===== src/rtl/alu_mul_seq.sv =====
// Sequential 6x6 unsigned shift-and-add multiplier built around one shared RCA6.
// Operands and product each move through a valid/ready handshake.

module rca6 (
    input  logic [5:0] a,
    input  logic [5:0] b,
    input  logic       cin,
    output logic [5:0] sum,
    output logic       c
);
    localparam int unsigned W = 6;

    logic [W:0] cy;

    assign cy[0] = cin;

    // Plain ripple chain of full adders.
    for (genvar i = 0; i < W; i++) begin : g_fa
        assign sum[i]  = a[i] ^ b[i] ^ cy[i];
        assign cy[i+1] = (a[i] & b[i]) | (cy[i] & (a[i] ^ b[i]));
    end

    assign c = cy[W];
endmodule

module alu_mul_seq (
    input  logic        clk,
    input  logic        rst,
    input  logic        in_valid,
    output logic        in_ready,
    input  logic [5:0]  a,
    input  logic [5:0]  b,
    output logic        out_valid,
    input  logic        out_ready,
    output logic [11:0] product,
    output logic        busy
);
    localparam int unsigned W     = 6;
    localparam int unsigned CNT_W = 3;
    localparam logic [CNT_W-1:0] LAST_ITER = CNT_W'(W - 1);

    typedef enum logic [1:0] {
        IDLE = 2'd0,
        RUN  = 2'd1,
        DONE = 2'd2
    } state_t;

    state_t           state;
    logic [W-1:0]     mcand;
    logic [W-1:0]     hi;
    logic [W-1:0]     lo;
    logic [CNT_W-1:0] cnt;
    logic [W-1:0]     sum;
    logic             c;

    // Single adder, reused every iteration: partial product plus multiplicand.
    rca6 u_rca6 (
        .a   (hi),
        .b   (mcand),
        .cin (1'b0),
        .sum (sum),
        .c   (c)
    );

    // Handshake flags are kept as flops that track the state register.
    always_ff @(posedge clk or posedge rst) begin
        if (rst) begin
            state     <= IDLE;
            mcand     <= '0;
            hi        <= '0;
            lo        <= '0;
            cnt       <= '0;
            in_ready  <= 1'b1;
            out_valid <= 1'b0;
            busy      <= 1'b0;
        end else begin
            case (state)
                IDLE: begin
                    if (in_valid) begin
                        mcand    <= a;
                        hi       <= '0;
                        lo       <= b;
                        cnt      <= '0;
                        state    <= RUN;
                        in_ready <= 1'b0;
                        busy     <= 1'b1;
                    end
                end
                RUN: begin
                    // Carry-out becomes the new MSB of the shifted partial product.
                    if (lo[0]) begin
                        {hi, lo} <= {c, sum, lo[W-1:1]};
                    end else begin
                        {hi, lo} <= {1'b0, hi, lo[W-1:1]};
                    end
                    cnt <= cnt + CNT_W'(1);
                    if (cnt == LAST_ITER) begin
                        state     <= DONE;
                        out_valid <= 1'b1;
                    end
                end
                DONE: begin
                    if (out_ready) begin
                        state     <= IDLE;
                        out_valid <= 1'b0;
                        busy      <= 1'b0;
                        in_ready  <= 1'b1;
                    end
                end
                default: begin
                    state     <= IDLE;
                    in_ready  <= 1'b1;
                    out_valid <= 1'b0;
                    busy      <= 1'b0;
                end
            endcase
        end
    end

    assign product = {hi, lo};
endmodule


===== config.mk =====
export PLATFORM = sky130hd
export DESIGN_NAME = alu_mul_seq
export DESIGN_NICKNAME = d
export VERILOG_FILES = /design/src/rtl/alu_mul_seq.sv
export SDC_FILE = /design/constraint.sdc
export NUM_CORES = 1
export LEC_CHECK = 0
export CAP_MARGIN = 15
export CORE_UTILIZATION = 53
export DETAILED_ROUTE_END_ITERATION = 8
export PLACE_DENSITY = 0.83
export SYNTH_ARGS = -nofsm -noshare
export SYNTH_HDL_FRONTEND = slang
export SYNTH_HIERARCHICAL = 1
export SYNTH_SLANG_ARGS = --single-unit

===== constraint.sdc =====
create_clock -name clk -period 5.65 [get_ports clk]
set_input_delay 1.4125 -clock clk [delete_from_list [all_inputs] [get_ports clk]]
set_output_delay 1.4125 -clock clk [all_outputs]
set_load 0.05 [all_outputs]

==> metrics.csv <==
stage;metric;value;unit
place;IO buf count;30;
timing;final setup margin;2.326;ns
timing;Setup Skew;0.01358;ns
logic_synthesis;syn_nets;152;
pwr;worst vdd ir;0.4012;mV
logic_synthesis;Post-synth top flop;dfrtp_1;
worst_setup_path;CP max FO;10;
timing;setup tns final;0;ns
grt;Overall Global Routing Usage;21.53;%
logic_synthesis;Distinct cells, synth;30;
logic_synthesis;top cell type's share of synthesized area;45.29;%
logic_synthesis;Mapped Cells;128;
logic_synthesis;area leader, netlist;dfrtp_1;
logic_synthesis;Synth area leaders;dfrtp_1 45%, fa_1 8.7%, mux2_2 5.7%;
finish;Layout area overhead;24.82;%
worst_setup_path;slowest stage delay, CP;0.89;ns
worst_hold_path;Hold WC Path Type;flip-flop to flip-flop;
finish;Layout Nets;179;
clocking;Post-CTS Setup Inserts;0;
drt;Routed Antenna Nets;0;
grt;initial antenna violation count;0;
logic_synthesis;sequential element share of the synthesized area;47.19;%
pwr;LEAKAGE;0.7710;nW
logic_synthesis;flops & latches, synth;26;
floorplanning;die width;53.05;um
grt;vias in the first global route;955;
clocking;worst-case clock buffer depth;2;
floorplanning;row count;18;
clocking;CTS tree;yes;
logic_synthesis;asr flop ratio synth;100.0;%
pwr;Reg power frac;34.4;%
outcome;run status;completed;
timing;count of final setup violators;0;
pwr;Pwr Density;625.6;nW/um^2
worst_setup_path;Reg2Reg Setup Slack;2.47;ns
finish;most common cell after layout, fill and taps aside;clkdlybuf4s50_1;
grt;total gr overflow;0;
worst_setup_path;crit-path cells;clkdlybuf4s50_1;
clocking;H-tree Lvls;1;
worst_setup_path;Critical Path AT;1.91;ns
place;placed cells;180;
timing;RSZ-0062 raised after global routing;false;
clocking;CTS buffer count;3;
logic_synthesis;syn_area_per_cell;10.79;um^2
finish;Filler Cell Count;199;
timing;Worst Max-Slew Pin Slew;0.9624;ns
drt;DRT iter0 DRCs;21;
finish;most frequent cells in the layout;30 x clkdlybuf4s50_1, 25 x dfrtp_1, 14 x inv_1;
worst_setup_path;kind of critical path;flip-flop to primary output;
clocking;Skew-Pair Late Insertion Delay;0.33;ns
place;Place WS;2.399;ns
clocking;Worst-path clk slew;0.15;ns
drt;Vias/cell;5.424;
timing;Final Hold Vio Count;0;
floorplanning;die area;2814;um^2
worst_setup_path;WP buf/inv;1;
pwr;net switching power;0.4952;mW
timing;Final Max Tran Viols;0;
grt;pin count of the biggest net entering global routing;27;
worst_setup_path;Slowest-stage cell, CP;clkdlybuf4s50_1;
finish;final instance area;1724;um^2
flow_run;max cap viols;0;
worst_setup_path;CP Launch Type;flip-flop;
pwr;combinational share of power;53.7;%
clocking;PostCTS Resize Cnt;0;
place;Placed Area;1672;um^2
floorplanning;Placeable Area;2477;um^2
finish;fin cells;184;
floorplanning;initial core utilization;55.76;%
finish;layout cells sized above 1;9.091;%
clocking;Num Clock Sinks;26;
timing;f_max;300.8;MHz
drt;DRC;0;
timing;Rel. slew slack;35.77;%
place;post-DP HPWL;1.891;mm
grt;first-pass GRT wire length;4.333;mm
timing;Min Hold Slack;0.5063;ns
drt;drt wl/cell;14.52;um
worst_setup_path;Worst Path Required;4.24;ns
pwr;clock network power share;12.0;%
pwr;total chip power;1.079;mW
timing;Tmin final;3.324;ns
drt;Via Count;998;
clocking;Root Buffer;clkbuf_4;
worst_setup_path;CP top delay family;buffers and inverters;
logic_synthesis;number of synthesized flops with an enable pin;0;
drt;first-pass detailed-route iteration total;4;
clocking;hold_buf cts;0;
logic_synthesis;yosys warns;6;
pwr;P_int;0.5833;mW
floorplanning;die height;53.05;um
logic_synthesis;cell area after synthesis;1381;um^2
place;placer congestion estimate;0.7361;
drt;Post-Route WL;2.672;mm
worst_setup_path;Worst setup EP type;primary output;
finish;n_diodes;0;
finish;Final Util;69.60;%
pwr;sw frac;45.91;%
floorplanning;I/O pin count;31;
timing;part of the cycle the worst path needs;58.84;%
[registers in the layout, indices dropped and copies added, names as in the netlist]
| signal | count |
|---|---|
| state | 2 |
| cnt | 3 |
| lo | 6 |
| mcand | 6 |
| out_valid | 1 |
| busy | 1 |
| hi | 6 |
| in_ready | 1 |
[path summary, 6_finish.rpt]
path	from	end	cells after the start
worst min register to register	out_valid$_DFFE_PP0P_	out_valid$_DFFE_PP0P_	2
worst max register to register	hi[0]$_DFFE_PP0P_	hi[4]$_DFFE_PP0P_	12
worst max-delay path	lo[0]$_DFFE_PP0P_	product[0]	1
worst min-delay path	out_valid$_DFFE_PP0P_	out_valid$_DFFE_PP0P_	2
max in group asynchronous	rst	out_valid$_DFFE_PP0P_	2
min in group asynchronous	rst	mcand[0]$_DFFE_PP0P_	2
[logic make-up after synthesis]
group           after synthesis  synth area share, %
compound gates               30                13.22
simple gates                 27                10.87
flops                        26                47.19
buf+inv                      22                7.246
mux                          13                10.05
fa+ha+maj                     8                10.51
other cells                   1               0.2715
xor+xnor                      1               0.6342
[synthesized netlist by cell type (2+ instances only)]
| cell | number |
|---|---|
| buf_2 | 4 |
| o22ai_1 | 7 |
| ha_1 | 2 |
| inv_1 | 14 |
| a21oi_1 | 6 |
| a22oi_1 | 5 |
| nor2b_1 | 2 |
| mux2i_1 | 6 |
| mux2_2 | 7 |
| fa_1 | 6 |
| and2b_1 | 5 |
| dfrtp_1 | 25 |
| o21ai_0 | 9 |
| nor2_1 | 5 |
| nand2_1 | 10 |
[power groups by stage]
stage | sequential [mW] | combinational [mW] | clock [mW]
CTS | 0.370 | 0.583 | 0.132
detailed placement | 0.375 | 0.582 | 0
global route | 0.387 | 0.641 | 0.133
global placement | 0.369 | 0.556 | 0
floorplan | 0.492 | 0.305 | 0
finish | 0.371 | 0.579 | 0.129
[routing by layer]
| metal | vias up | part of all wire (%) | track usage (%) |
|---|---|---|---|
| li1 | 480 | - | - |
| met1 | 482 | 45 | 28.44 |
| met2 | 31 | 49 | 35.86 |
| met3 | 5 | 4.0 | 2.011 |
| met4 | 0 | 2.0 | 9.211 |
| met5 | - | 0 | 0 |
[worst register-to-register path: stages, from the launching register on]
cell,delay [ns]
dfrtp_1,0.45
fa_1,0.42
inv_1,0.07
fa_1,0.15
inv_1,0.05
fa_1,0.37
fa_1,0.40
fa_1,0.38
inv_1,0.10
fa_1,0.42
inv_1,0.06
mux2i_1,0.06
o22ai_1,0.17
[final cells by class]
type | count | area [um^2] | share of cell area (%)
timing repair buffer | 30 | 300.3 | 17.42
clock buffer | 3 | 22.52 | 1.306
sequential | 26 | 651.9 | 37.81
inverter | 14 | 52.55 | 3.048
multi-input combinational | 80 | 629.4 | 36.50
clock inverter | 1 | 30.03 | 1.742
tap | 30 | 37.54 | 2.177
No activity file was read; power rests on OpenSTA's default activity.
